===== src/rtl/uart_pkg.sv =====
// Shared types and constants for the UART receive deframer: FSM states,
// character-length and parity encodings, and small decode helpers.
package uart_pkg;

  typedef enum logic [2:0] {
    IDLE,
    START,
    DATA,
    PARITY,
    STOP
  } rx_state_e;

  localparam logic [1:0] LEN_5 = 2'b00;
  localparam logic [1:0] LEN_6 = 2'b01;
  localparam logic [1:0] LEN_7 = 2'b10;
  localparam logic [1:0] LEN_8 = 2'b11;

  localparam logic [1:0] PAR_NONE = 2'b00;
  localparam logic [1:0] PAR_ODD  = 2'b01;
  localparam logic [1:0] PAR_EVEN = 2'b10;
  localparam logic [1:0] PAR_RSVD = 2'b11;

  localparam int         OVERSAMPLE = 16;
  localparam logic [3:0] MID_SAMPLE = 4'd7;

  function automatic logic [3:0] data_bits(input logic [1:0] len);
    case (len)
      LEN_5:   return 4'd5;
      LEN_6:   return 4'd6;
      LEN_7:   return 4'd7;
      LEN_8:   return 4'd8;
      default: return 4'd8;
    endcase
  endfunction

  function automatic logic [7:0] data_mask(input logic [1:0] len);
    case (len)
      LEN_5:   return 8'h1F;
      LEN_6:   return 8'h3F;
      LEN_7:   return 8'h7F;
      LEN_8:   return 8'hFF;
      default: return 8'hFF;
    endcase
  endfunction

  function automatic logic parity_enabled(input logic [1:0] parity_type);
    case (parity_type)
      PAR_ODD, PAR_EVEN:  return 1'b1;
      PAR_NONE, PAR_RSVD: return 1'b0;
      default:            return 1'b0;
    endcase
  endfunction

endpackage


===== src/rtl/uart_rx_sync.sv =====
// Metastability synchroniser for the serial line plus a tick-rate falling
// edge detector used to arm start-bit detection.
module uart_rx_sync #(
  parameter int SYNC_STAGES = 2
) (
  input  logic clk,
  input  logic rst,
  input  logic baud_tick,
  input  logic rx_in,
  output logic rxs,
  output logic fall
);

  logic [SYNC_STAGES-1:0] sync_chain;
  logic                   prev;

  // prev advances at the tick rate so a fall stays visible until the next tick
  always_ff @(posedge clk or posedge rst) begin
    if (rst) begin
      sync_chain <= '1;
      prev       <= 1'b1;
    end else begin
      sync_chain <= {sync_chain[SYNC_STAGES-2:0], rx_in};
      if (baud_tick) prev <= sync_chain[SYNC_STAGES-1];
    end
  end

  assign rxs  = sync_chain[SYNC_STAGES-1];
  assign fall = prev & ~rxs;

endmodule


===== src/rtl/uart_rx_deframer.sv =====
// UART receiver: 16x oversampled start detect, mid-bit sampling, LSB-first
// deframing with parity and stop checks, one-clock valid per frame.
module uart_rx_deframer
  import uart_pkg::*;
#(
  parameter int OVERSAMPLE  = uart_pkg::OVERSAMPLE,
  parameter int SYNC_STAGES = 2
) (
  input  logic       clk,
  input  logic       rst,
  input  logic       baud_tick,
  input  logic       rx_in,
  input  logic [1:0] len,
  input  logic [1:0] parity_type,
  output logic [7:0] data_out,
  output logic       data_valid,
  output logic       parity_err,
  output logic       frame_err,
  output logic       rx_active
);

  localparam logic [3:0] LAST_TICK = 4'(OVERSAMPLE - 1);

  logic       rxs;
  logic       fall;

  rx_state_e  state;
  logic [3:0] tick_cnt;
  logic [2:0] bit_idx;
  logic [7:0] shift_reg;
  logic [1:0] cfg_len;
  logic [1:0] cfg_par;
  logic       par_err_r;

  logic [2:0] last_idx;
  logic [7:0] cfg_mask;
  logic       cfg_par_en;
  logic       par_expected;

  uart_rx_sync #(
    .SYNC_STAGES(SYNC_STAGES)
  ) u_sync (
    .clk      (clk),
    .rst      (rst),
    .baud_tick(baud_tick),
    .rx_in    (rx_in),
    .rxs      (rxs),
    .fall     (fall)
  );

  always_comb begin
    last_idx     = 3'(data_bits(cfg_len) - 4'd1);
    cfg_mask     = data_mask(cfg_len);
    cfg_par_en   = parity_enabled(cfg_par);
    par_expected = (cfg_par == PAR_ODD);
  end

  always_ff @(posedge clk or posedge rst) begin
    if (rst) begin
      state      <= IDLE;
      tick_cnt   <= 4'd0;
      bit_idx    <= 3'd0;
      shift_reg  <= 8'd0;
      cfg_len    <= LEN_8;
      cfg_par    <= PAR_NONE;
      par_err_r  <= 1'b0;
      data_out   <= 8'd0;
      data_valid <= 1'b0;
      parity_err <= 1'b0;
      frame_err  <= 1'b0;
      rx_active  <= 1'b0;
    end else begin
      data_valid <= 1'b0;
      if (baud_tick) begin
        case (state)
          IDLE: begin
            if (fall) begin
              cfg_len   <= len;
              cfg_par   <= parity_type;
              tick_cnt  <= 4'd0;
              bit_idx   <= 3'd0;
              shift_reg <= 8'd0;
              par_err_r <= 1'b0;
              rx_active <= 1'b1;
              state     <= START;
            end
          end

          // a line that is high again at mid start bit was only a glitch
          START: begin
            if (tick_cnt == MID_SAMPLE) begin
              tick_cnt <= 4'd0;
              if (rxs) begin
                rx_active <= 1'b0;
                state     <= IDLE;
              end else begin
                bit_idx <= 3'd0;
                state   <= DATA;
              end
            end else begin
              tick_cnt <= tick_cnt + 4'd1;
            end
          end

          DATA: begin
            if (tick_cnt == LAST_TICK) begin
              shift_reg[bit_idx] <= rxs;
              tick_cnt           <= 4'd0;
              bit_idx            <= bit_idx + 3'd1;
              if (bit_idx == last_idx) state <= cfg_par_en ? PARITY : STOP;
            end else begin
              tick_cnt <= tick_cnt + 4'd1;
            end
          end

          PARITY: begin
            if (tick_cnt == LAST_TICK) begin
              par_err_r <= ((^(shift_reg & cfg_mask)) ^ rxs) != par_expected;
              tick_cnt  <= 4'd0;
              state     <= STOP;
            end else begin
              tick_cnt <= tick_cnt + 4'd1;
            end
          end

          // frame is delivered even when parity or stop errors are flagged
          STOP: begin
            if (tick_cnt == LAST_TICK) begin
              data_out   <= shift_reg & cfg_mask;
              parity_err <= cfg_par_en & par_err_r;
              frame_err  <= ~rxs;
              data_valid <= 1'b1;
              rx_active  <= 1'b0;
              tick_cnt   <= 4'd0;
              state      <= IDLE;
            end else begin
              tick_cnt <= tick_cnt + 4'd1;
            end
          end

          default: begin
            tick_cnt  <= 4'd0;
            rx_active <= 1'b0;
            state     <= IDLE;
          end
        endcase
      end
    end
  end

endmodule


===== config.mk =====
export PLATFORM = sky130hd
export DESIGN_NAME = uart_rx_deframer
export DESIGN_NICKNAME = d
export VERILOG_FILES = /design/src/rtl/uart_pkg.sv /design/src/rtl/uart_rx_sync.sv /design/src/rtl/uart_rx_deframer.sv
export SDC_FILE = /design/constraint.sdc
export NUM_CORES = 1
export LEC_CHECK = 0
export CORE_MARGIN = 2
export CORE_UTILIZATION = 35
export DETAILED_ROUTE_END_ITERATION = 16
export SKIP_CTS_REPAIR_TIMING = 1
export SYNTH_ARGS = -nofsm -noshare
export SYNTH_HDL_FRONTEND = slang
export SYNTH_HIERARCHICAL = 1
export SYNTH_SLANG_ARGS = --single-unit

===== constraint.sdc =====
create_clock -name clk -period 4.6 [get_ports clk]
set_input_delay 0.92 -clock clk [delete_from_list [all_inputs] [get_ports clk]]
set_output_delay 0.92 -clock clk [all_outputs]
set_load 0.1 [all_outputs]

==> results of run 1 <==
==> path summary, 6_finish.rpt <==
kind                                      start                    to  slack [ns]
max                                   baud_tick          shift_reg[1]        1.69
min in group asynchronous                   rst           u_sync/prev        1.01
min reg2reg                u_sync/sync_chain[0]  u_sync/sync_chain[1]        0.36
max in group asynchronous                   rst            cfg_len[0]        3.19
max reg2reg                         u_sync/prev          shift_reg[1]        2.20
min                        u_sync/sync_chain[0]  u_sync/sync_chain[1]        0.36
==> report_power, final <==
part           leakage (nW)  switching, mW  internal, mW  total (mW)
sequential            0.500          0.134         0.412       0.545
clock                0.0575          0.115         0.151       0.266
combinational         0.483          0.262         0.209       0.470
total                  1.04          0.510         0.772        1.28
==> layout make-up <==
type	count	share of cell area, %
multi-input cells	141	41.72
flip-flops and latches	38	39.84
repair buffers	21	8.542
clock buffers	8	4.583
well taps	72	3.750
inverters	10	1.563
==> per-layer routing <==
layer  up-vias  wire, um
met5         -         0
met4         0        60
met3         4       182
met2        37      2013
met1       752      1941
li1        758         -
==> stage by stage <==
stage	utilization [%]	setup slack [ns]	total power, mW	area (um^2)
floorplan	-	2.390	0.9054	2048
global placement	41.12	1.454	1.016	2292
detailed placement	41.12	1.381	1.021	2292
CTS	43.10	1.690	1.292	2402
global route	43.10	1.563	1.378	2402
finish	43.10	1.687	1.281	2402
==> cells by family after synthesis <==
family                     after synthesis  share of synthesized area, %
AOI/OAI and AO/OA                       55                         18.63
xor gates and xnor gates                 8                         4.765
adders and majority gates                3                         1.833
buffers and inverters                   23                         4.337
DFF                                     38                         46.73
muxes                                   13                         7.208
and+or+nand+nor                         62                         16.49
==> cells in the mapped netlist (3+ instances only) <==
cell type   n
a21oi_1     9
a31oi_1     7
clkbuf_1   11
dfrtp_1    33
dfstp_2     5
ha_1        3
inv_1      10
mux2_2     10
nand2_1    20
nand2b_1    3
nand3_1     5
nor2_1      8
nor3_1      4
o21ai_0    22
o41ai_2     6
xnor2_1     4
==> worst reg2reg max path: stages (launching register included) <==
cell	delay (ns)
dfstp_2	0.53
nor2b_1	0.17
o41ai_1	0.09
buf_4	0.19
a2111o_1	0.52
or3_1	0.54
o41ai_2	0.27
==> impl_results.md, run 1 <==
* Status: complete, no violations
* Number of diodes at 0
* Non-Filler Instances at 290
* Top-area cell type share of the netlist area at 40.32%
* Area Growth Syn to Fin at 17.29%
* Latest clock arrival within the worst-skew pair at 0.29 ns
* 1st-pass router iterations at 4
* R2R cell count at 6
* Leakage at 1.040 nW
* Crit path cell chain: clkdlybuf4s50_1, o41ai_1, buf_4, a2111o_1, or3_1, o41ai_2
* Max H-tree Level at 2
* Ports at 20
* # fillers at 535
* GR Overflow Total at 0
* DP Wirelength at 2.944 mm
* Layout cell share with drive strength beyond 1 at 16.51%
* Max-slew violation count at 0
* Max Cap Viol at 0
* Slew HR at 34.68%
* Initial antenna violation count at 0
* Tightest Pin Transition at 0.9767 ns
* Vias in the first global route at 1483
* WHS at 0.3575 ns
* Initial Utilization at 36.75%
* Fin crit share at 63.33%
* Setup Skew at 0.005095 ns
* Synth unique cells at 42
* Period minus WS final at 2.913 ns
* FP Rows at 27
* EDFF count, synth at 0
* Die Wd at 80.50 um
* Routed Antenna Nets at 0
* Vias per std cell at 5.348
* Mapped Avg Cell Area at 10.14 um^2
* Peak-usage layer in the global routing report: met2
* Maximum VDD drop at 0.2385 mV
* Pin count of the biggest net entering global routing at 36
* Multi-input combinational cell area at 0.001002 mm^2
* Global Route Usage Sum at 14.13%
* Most frequent cells in the layout: dfrtp_1 (33), o21ai_0 (22), nand2_1 (20), clkdlybuf4s50_1 (19)
* Synthesized area at 0.002048 mm^2
* Area of the core at 0.005574 mm^2
* Fraction of registers with async set/reset at 100.0%
* Setup-failing EPs final at 0
* Met2 track demand over resource at 23.17%
* Leading area contributor after synthesis: dfrtp_1
* # nets final at 228
* Inst Count DP at 282
* First-pass GRT wire length at 6.975 mm
* Met1 track demand over resource at 17.87%
* PortBufs at 19
* Critical path arrival at 3.10 ns
* CP max stage delay at 0.56 ns
* CP top delay family: compound AO/OA/AOI/OAI gates
* Final wirelength at 4.197 mm
* GP Congestion at 0.7854
* WL/cell at 14.47 um
* Crit-path slowest cell: clkdlybuf4s50_1
* Syn Inst Count at 202
* Warnings, synthesis at 6
* Hold depth at 0
* Final hold viol count at 0
* Critical Path Source Type: input pin
* Synth Register Bits at 38
* Crit. End Element: register
* WP buf/inv at 2
* Vias at 1551
* Die footprint at 0.006480 mm^2
* 1st-iter DRT viols at 178
* RSZ-0062 raised after global routing: no
* CTS Buf Count at 5
* Critical Path RT at 4.79 ns
* Fmax achieved at 0.3433 GHz
* Clk pin slew, worst setup/hold paths at 0.07 ns
* Area taken by flip-flops and latches at 957.2 um^2
* Pwr Density at 533.4 mW/mm^2
* Most common cell after layout, fill and taps aside: dfrtp_1
* Top_reg_cell synth: dfrtp_1
* Longest Clk Path Bufs at 2
* Register area share after synthesis at 46.73%
* Die height at 80.50 um
* Setup TNS at 0 ns
* Ranking of synthesized cells by area: dfrtp_1 (40%), dfstp_2 (6.4%), mux2_2 (5.5%)
* Clock sink count at 38
* Remaining DRCs at 0
* CP Max Fanout at 11
* GR Layer Usage met3 at 3.371%
* Kind of critical path: input pin to register
* Root Buffer: clkbuf_8
* Mapped Nets at 213
* Critical path depth in cells at 6
* HP Class: register to register
* CTS tree: built
(Power assumes the default switching activity.)
==> inputs of run 2 (changes only) <==
Clock period 4.6 ns to 2.9 ns, I/O delays scaled along.
==> run 2 against run 1 <==
Core utilization decreased by 0.27 points. Final cell count is 0.69% higher. Clock-buffer cell count stayed put. Hold slack hardly changed. Critical path depth down 1. Die area unchanged. Sequential cell count unchanged. Setup slack worse by 1.1 ns. Power up 58%. Highest routed layer unchanged.
==> impl_results.md, run 2 (same netlist as run 1, synthesis figures left out) <==
* Status: complete, no violations
* Ports at 20 (unchanged)
* CP top delay family: compound AO/OA/AOI/OAI gates
* WP buf/inv at 1 (-1)
* Area of the core at 0.005574 mm^2 (unchanged)
* Final worst slack at 0.5776 ns (-1.109 ns)
* Global Route Usage Sum at 14.42% (+0.29 points)
* Remaining DRCs at 0 (unchanged)
* Latest clock arrival within the worst-skew pair at 0.29 ns (about the same)
* Final wirelength at 4.175 mm (-0.52%)
* 1st-iter DRT viols at 81 (-54%)
* Max-slew violation count at 0 (unchanged)
* First-pass GRT wire length at 7.134 mm (+2.3%)
* CP Max Fanout at 10 (-1)
* Inst Count DP at 284 (+0.71%)
* Area Growth Syn to Fin at 16.55%
* Area taken by flip-flops and latches at 957.2 um^2 (unchanged)
* Setup TNS at 0 ns (unchanged)
* HP Class: register to register
* Crit. End Element: register
* Leakage at 1.074 nW (+3.2%)
* Die footprint at 0.006480 mm^2 (unchanged)
* Setup-failing EPs final at 0 (unchanged)
* Most frequent cells in the layout: dfrtp_1 (33), o21ai_0 (22), nand2_1 (20), buf_4 (16)
* Clock sink count at 38 (unchanged)
* Die height at 80.50 um (unchanged)
* Multi-input combinational cell area at 0.001002 mm^2 (unchanged)
* # nets final at 230 (+0.88%)
* # fillers at 566 (+5.8%)
* WL/cell at 14.30 um (-1.2%)
* Maximum VDD drop at 0.3168 mV (+33%)
* Slew HR at 68.22% (+34 points)
* CTS Buf Count at 5 (unchanged)
* Initial Utilization at 36.75% (unchanged)
* 1st-pass router iterations at 4 (unchanged)
* Flop pwr share at 42.8% (+0.3 points)
* Max H-tree Level at 2 (unchanged)
* Setup Skew at 0.006211 ns (+0.001116 ns)
* Tightest Pin Transition at 0.4768 ns (-0.5000 ns)
* Gate power share at 36.7% (about the same)
* Critical Path Source Type: input pin
* Int Pwr at 1.222 mW (+58%)
* Vias at 1553 (+0.13%)
* Clock share of power at 20.5% (-0.2 points)
* CTS tree: built
* Routed Antenna Nets at 0 (unchanged)
* Root Buffer: clkbuf_8
* Critical Path RT at 3.08 ns (-1.71 ns)
* Layout cell share with drive strength beyond 1 at 22.73% (+6.2 points)
* Net Sw Frac at 39.73% (-0.041 points)
* Period minus WS final at 2.322 ns
* Kind of critical path: input pin to register
* Design area at 0.002387 mm^2 (-0.62%)
* Pwr Density at 849.6 mW/mm^2 (+59%)
* Die Wd at 80.50 um (unchanged)
* PortBufs at 19 (unchanged)
* Fmax achieved at 0.4306 GHz
* Fin crit share at 80.08%
* P_sw at 0.8058 mW (+58%)
* Vias per std cell at 5.318 (-0.56%)
* Dpl ws at 0.2965 ns (-1.085 ns)
* Non-Filler Instances at 292 (+0.69%)
* Hold_sp: u_sync/sync_chain[0]
* CP max stage delay at 0.54 ns (-0.02 ns)
* GR Overflow Total at 0 (unchanged)
* Crit path cell chain: clkdlybuf4s50_1, o41ai_1, a2111o_1, or3_1, o41ai_2
* Area after DPL at 0.002277 mm^2 (-0.66%)
* Max Cap Viol at 0 (unchanged)
* FF-to-FF Start: u_sync/prev
* Most common cell after layout, fill and taps aside: dfrtp_1
* RSZ-0062 raised after global routing: no
* Total design power at 2.028 mW (+58%)
* Critical Path Source: baud_tick
* Initial antenna violation count at 0 (unchanged)
* Crit-path slowest cell: a2111o_1
* Pin count of the biggest net entering global routing at 36 (unchanged)
* Clk pin slew, worst setup/hold paths at 0.07 ns (about the same)
* Critical path arrival at 2.50 ns (-0.60 ns)
* Vias in the first global route at 1405 (-5.3%)
* GP Congestion at 0.7868 (+0.18%)
* FP Rows at 27 (unchanged)
* DP Wirelength at 2.966 mm (+0.72%)
* Number of diodes at 0 (unchanged)
* Final hold viol count at 0 (unchanged)
* Longest Clk Path Bufs at 2 (unchanged)
==> run 2: cell count changes in the layout (fill, tap and decap cells not counted) <==
| cell | previous run | this run |
|---|---|---|
| buf_4 | 2 | 16 |
| clkdlybuf4s50_1 | 19 | 7 |
==> run 2: area by class of cell <==
type / count / area share [%]
tap: 72 / 3.774
sequential: 38 / 40.09
multi-input combinational: 141 / 41.98
timing repair buffer: 23 / 7.966
inverter: 10 / 1.572
clock buffer: 8 / 4.612
==> run 2: path summary, 6_finish.rpt <==
path / endpoint / slack [ns] / depth (start not counted)
min reg2reg: u_sync/sync_chain[1] / 0.36 / 0
max reg2reg: shift_reg[5] / 0.59 / 5
min in group asynchronous: u_sync/sync_chain[1] / 0.67 / 2
max: shift_reg[5] / 0.58 / 5
min: u_sync/sync_chain[1] / 0.36 / 0
max in group asynchronous: cfg_len[1] / 1.83 / 3
==> run 2: through the flow <==
| stage | hold WS, ns | utilization [%] |
|---|---|---|
| final | 0.3573 | 42.83 |
| after global placement | 0.3461 | 40.85 |
| after detailed placement | 0.3475 | 40.85 |
| after CTS | 0.3586 | 42.83 |
| after floorplan | 0.3452 | - |
| after global routing | 0.3606 | 42.83 |
==> run 2: metal layers <==
metal | wire (um) | share of wire, % | GRT usage [%] | vias to the layer above
li1 | - | - | - | 767
met1 | 2073 | 50 | 19.87 | 747
met2 | 1892 | 45 | 21.58 | 37
met3 | 194 | 4.6 | 4.719 | 2
met4 | 14 | 0.34 | 4.068 | 0
met5 | 0 | 0 | 0 | -
==> run 2: power by group through the flow <==
stage	Sequential [mW]	Combinational, mW	Clock, mW
final	0.868	0.744	0.416
after global routing	0.897	0.839	0.459
after CTS	0.866	0.745	0.432
after detailed placement	0.875	0.743	0
after global placement	0.875	0.732	0
after floorplan	0.781	0.655	0
==> run 2: worst register-to-register path: stages (launching register included) <==
cell and delay [ns]:
dfstp_2 0.54, nor2b_1 0.19, o41ai_1 0.12, a2111o_1 0.54, or3_1 0.54, o41ai_2 0.27
==> inputs of run 3 (changes only) <==
Clock period 2.9 ns to 2.4 ns, I/O delays scaled along.
==> run 3 against run 2 <==
Global-route usage increased by 0.37 points. Wire length increased by 1.6%. Clock-buffer cell count decreased by 3. Critical endpoint is now shift_reg[1]. Clock power increased by 29%. Register-to-register slack got worse by 0.30 ns. Final cell count increased by 1.4%.
==> impl_results.md, run 3 (same netlist as run 1, synthesis figures left out) <==
* Most common cell after layout, fill and taps aside: dfrtp_1
* CP Max Fanout at 8 (-2)
* Root Buffer: clkbuf_8
* Final wirelength at 4.243 mm (+1.6%)
* Fmax achieved at 0.4741 GHz
* FF-to-FF Start: u_sync/prev
* Clk pin slew, worst setup/hold paths at 0.08 ns (about the same)
* Number of diodes at 0 (unchanged)
* Crit. End Element: register
* DP Wirelength at 3.002 mm (+1.2%)
* Most frequent cells in the layout: dfrtp_1 (33), o21ai_0 (22), nand2_1 (20), buf_4 (20)
* Critical Path Sink: shift_reg[1]
* Global Route Usage Sum at 14.79% (+0.37 points)
* PortBufs at 19 (unchanged)
* RSZ-0062 raised after global routing: no
* Latest clock arrival within the worst-skew pair at 0.29 ns (about the same)
* Max-slew violation count at 0 (unchanged)
* WL/cell at 14.33 um (+0.26%)
* Die footprint at 0.006480 mm^2 (unchanged)
* Period minus WS final at 2.109 ns
* Critical path arrival at 2.30 ns (-0.20 ns)
* Status: complete, no violations
* Pin count of the biggest net entering global routing at 36 (unchanged)
* 1st-iter DRT viols at 98 (+21%)
* Reg2Reg Setup Slack at 0.29 ns (-0.30 ns)
* Remaining DRCs at 0 (unchanged)
* Final hold viol count at 0 (unchanged)
* Longest Clk Path Bufs at 2 (unchanged)
* Setup-failing EPs final at 0 (unchanged)
* Critical Path Source Type: register
* Initial antenna violation count at 0 (unchanged)
* Leakage at 1.093 nW (+1.8%)
* FP Rows at 27 (unchanged)
* Critical Path RT at 2.59 ns (-0.49 ns)
* Vias at 1563 (+0.64%)
* Fin crit share at 87.89%
* R2R cell count at 5 (unchanged)
* Clock sink count at 38 (unchanged)
* First-pass GRT wire length at 7.327 mm (+2.7%)
* Area taken by flip-flops and latches at 957.2 um^2 (unchanged)
* GR Overflow Total at 0 (unchanged)
* Routed Antenna Nets at 0 (unchanged)
* Initial Utilization at 36.75% (unchanged)
* Area of the core at 0.005574 mm^2 (unchanged)
* Critical Path Source: u_sync/prev
* # fillers at 550 (-2.8%)
* WHS at 0.3594 ns (+0.002074 ns)
* Kind of critical path: register to register
* Ports at 20 (unchanged)
* GP Congestion at 0.7821 (-0.60%)
* 1st-pass router iterations at 4 (unchanged)
* Maximum VDD drop at 0.3924 mV (+24%)
* Pwr Density at 1045 mW/mm^2 (+23%)
* Die height at 80.50 um (unchanged)
* Setup TNS at 0 ns (unchanged)
* CTS tree: built
* Vias in the first global route at 1462 (+4.1%)
* Vias per std cell at 5.280 (-0.72%)
* Area Growth Syn to Fin at 17.96%
* Setup Skew at 0.007061 ns (+0.0008500 ns)
* Tightest Pin Transition at 0.4571 ns (-0.01964 ns)
* Slew HR at 69.52% (+1.3 points)
* CTS Buf Count at 5 (unchanged)
* Max H-tree Level at 2 (unchanged)
* R2r endpoint: shift_reg[1]
* Max Cap Viol at 0 (unchanged)
* Multi-input combinational cell area at 0.001002 mm^2 (unchanged)
* Layout cell share with drive strength beyond 1 at 24.11% (+1.4 points)
* Die Wd at 80.50 um (unchanged)
* HP Class: register to register
* # nets final at 234 (+1.7%)
run 3: changes by cell type in the layout (fill, tap and decap cells not counted), sizes merged:
cell    previous run  this run
buf               16        20
bufinv             0         1
clkbuf             8         5
clkinv             0         2
run 3: metrics by stage:
stage	power, mW	area [um^2]	util, %	setup slack, ns	std cells
floorplan	1.735	2048	-	0.4235	202
global placement	1.975	2307	41.39	0.07563	288
detailed placement	1.997	2307	41.39	0.05502	288
CTS	2.536	2416	43.34	0.2793	296
global route	2.724	2416	43.34	0.1894	296
finish	2.524	2416	43.34	0.2906	296
run 3: layout make-up:
cell class              count  share of cell area, %
multi-input cells         141                  41.48
flip-flops and latches     38                  39.62
repair buffers             27                  9.114
well taps                  72                  3.729
clock buffers               5                  2.848
clock inverters             3                  1.657
inverters                  10                  1.554
run 3: where the power goes:
| group | leakage (nW) | switching (mW) | total (mW) | internal (mW) |
|---|---|---|---|---|
| clock network | 0.0579 | 0.231 | 0.537 | 0.306 |
| registers | 0.500 | 0.243 | 1.03 | 0.789 |
| logic | 0.535 | 0.530 | 0.955 | 0.425 |
| total | 1.09 | 1.00 | 2.52 | 1.52 |
run 3: worst min path at each step:
stage	slack [ns]	endpoint	cells after the start	start
2_1_floorplan	0.35	u_sync/sync_chain[1]	0	u_sync/sync_chain[0]
3_3_place_gp	0.35	u_sync/sync_chain[1]	0	u_sync/sync_chain[0]
3_5_place_dp	0.35	u_sync/sync_chain[1]	0	u_sync/sync_chain[0]
4_1_cts	0.36	u_sync/sync_chain[1]	0	u_sync/sync_chain[0]
5_1_grt	0.37	u_sync/sync_chain[1]	0	u_sync/sync_chain[0]
6_report	0.36	u_sync/sync_chain[1]	0	u_sync/sync_chain[0]
run 3: layer usage:
metal	wire length, um	GRT usage, %	up-vias
li1	-	-	771
met1	2069	20.39	757
met2	1936	22.25	29
met3	156	3.371	6
met4	81	6.102	0
met5	0	0	-
run 3: critical path: stages (launching register included):
cell	delay, ns
dfstp_2	0.53
nor2b_1	0.20
o41ai_1	0.12
a2111o_1	0.41
or3_1	0.50
o41ai_2	0.25
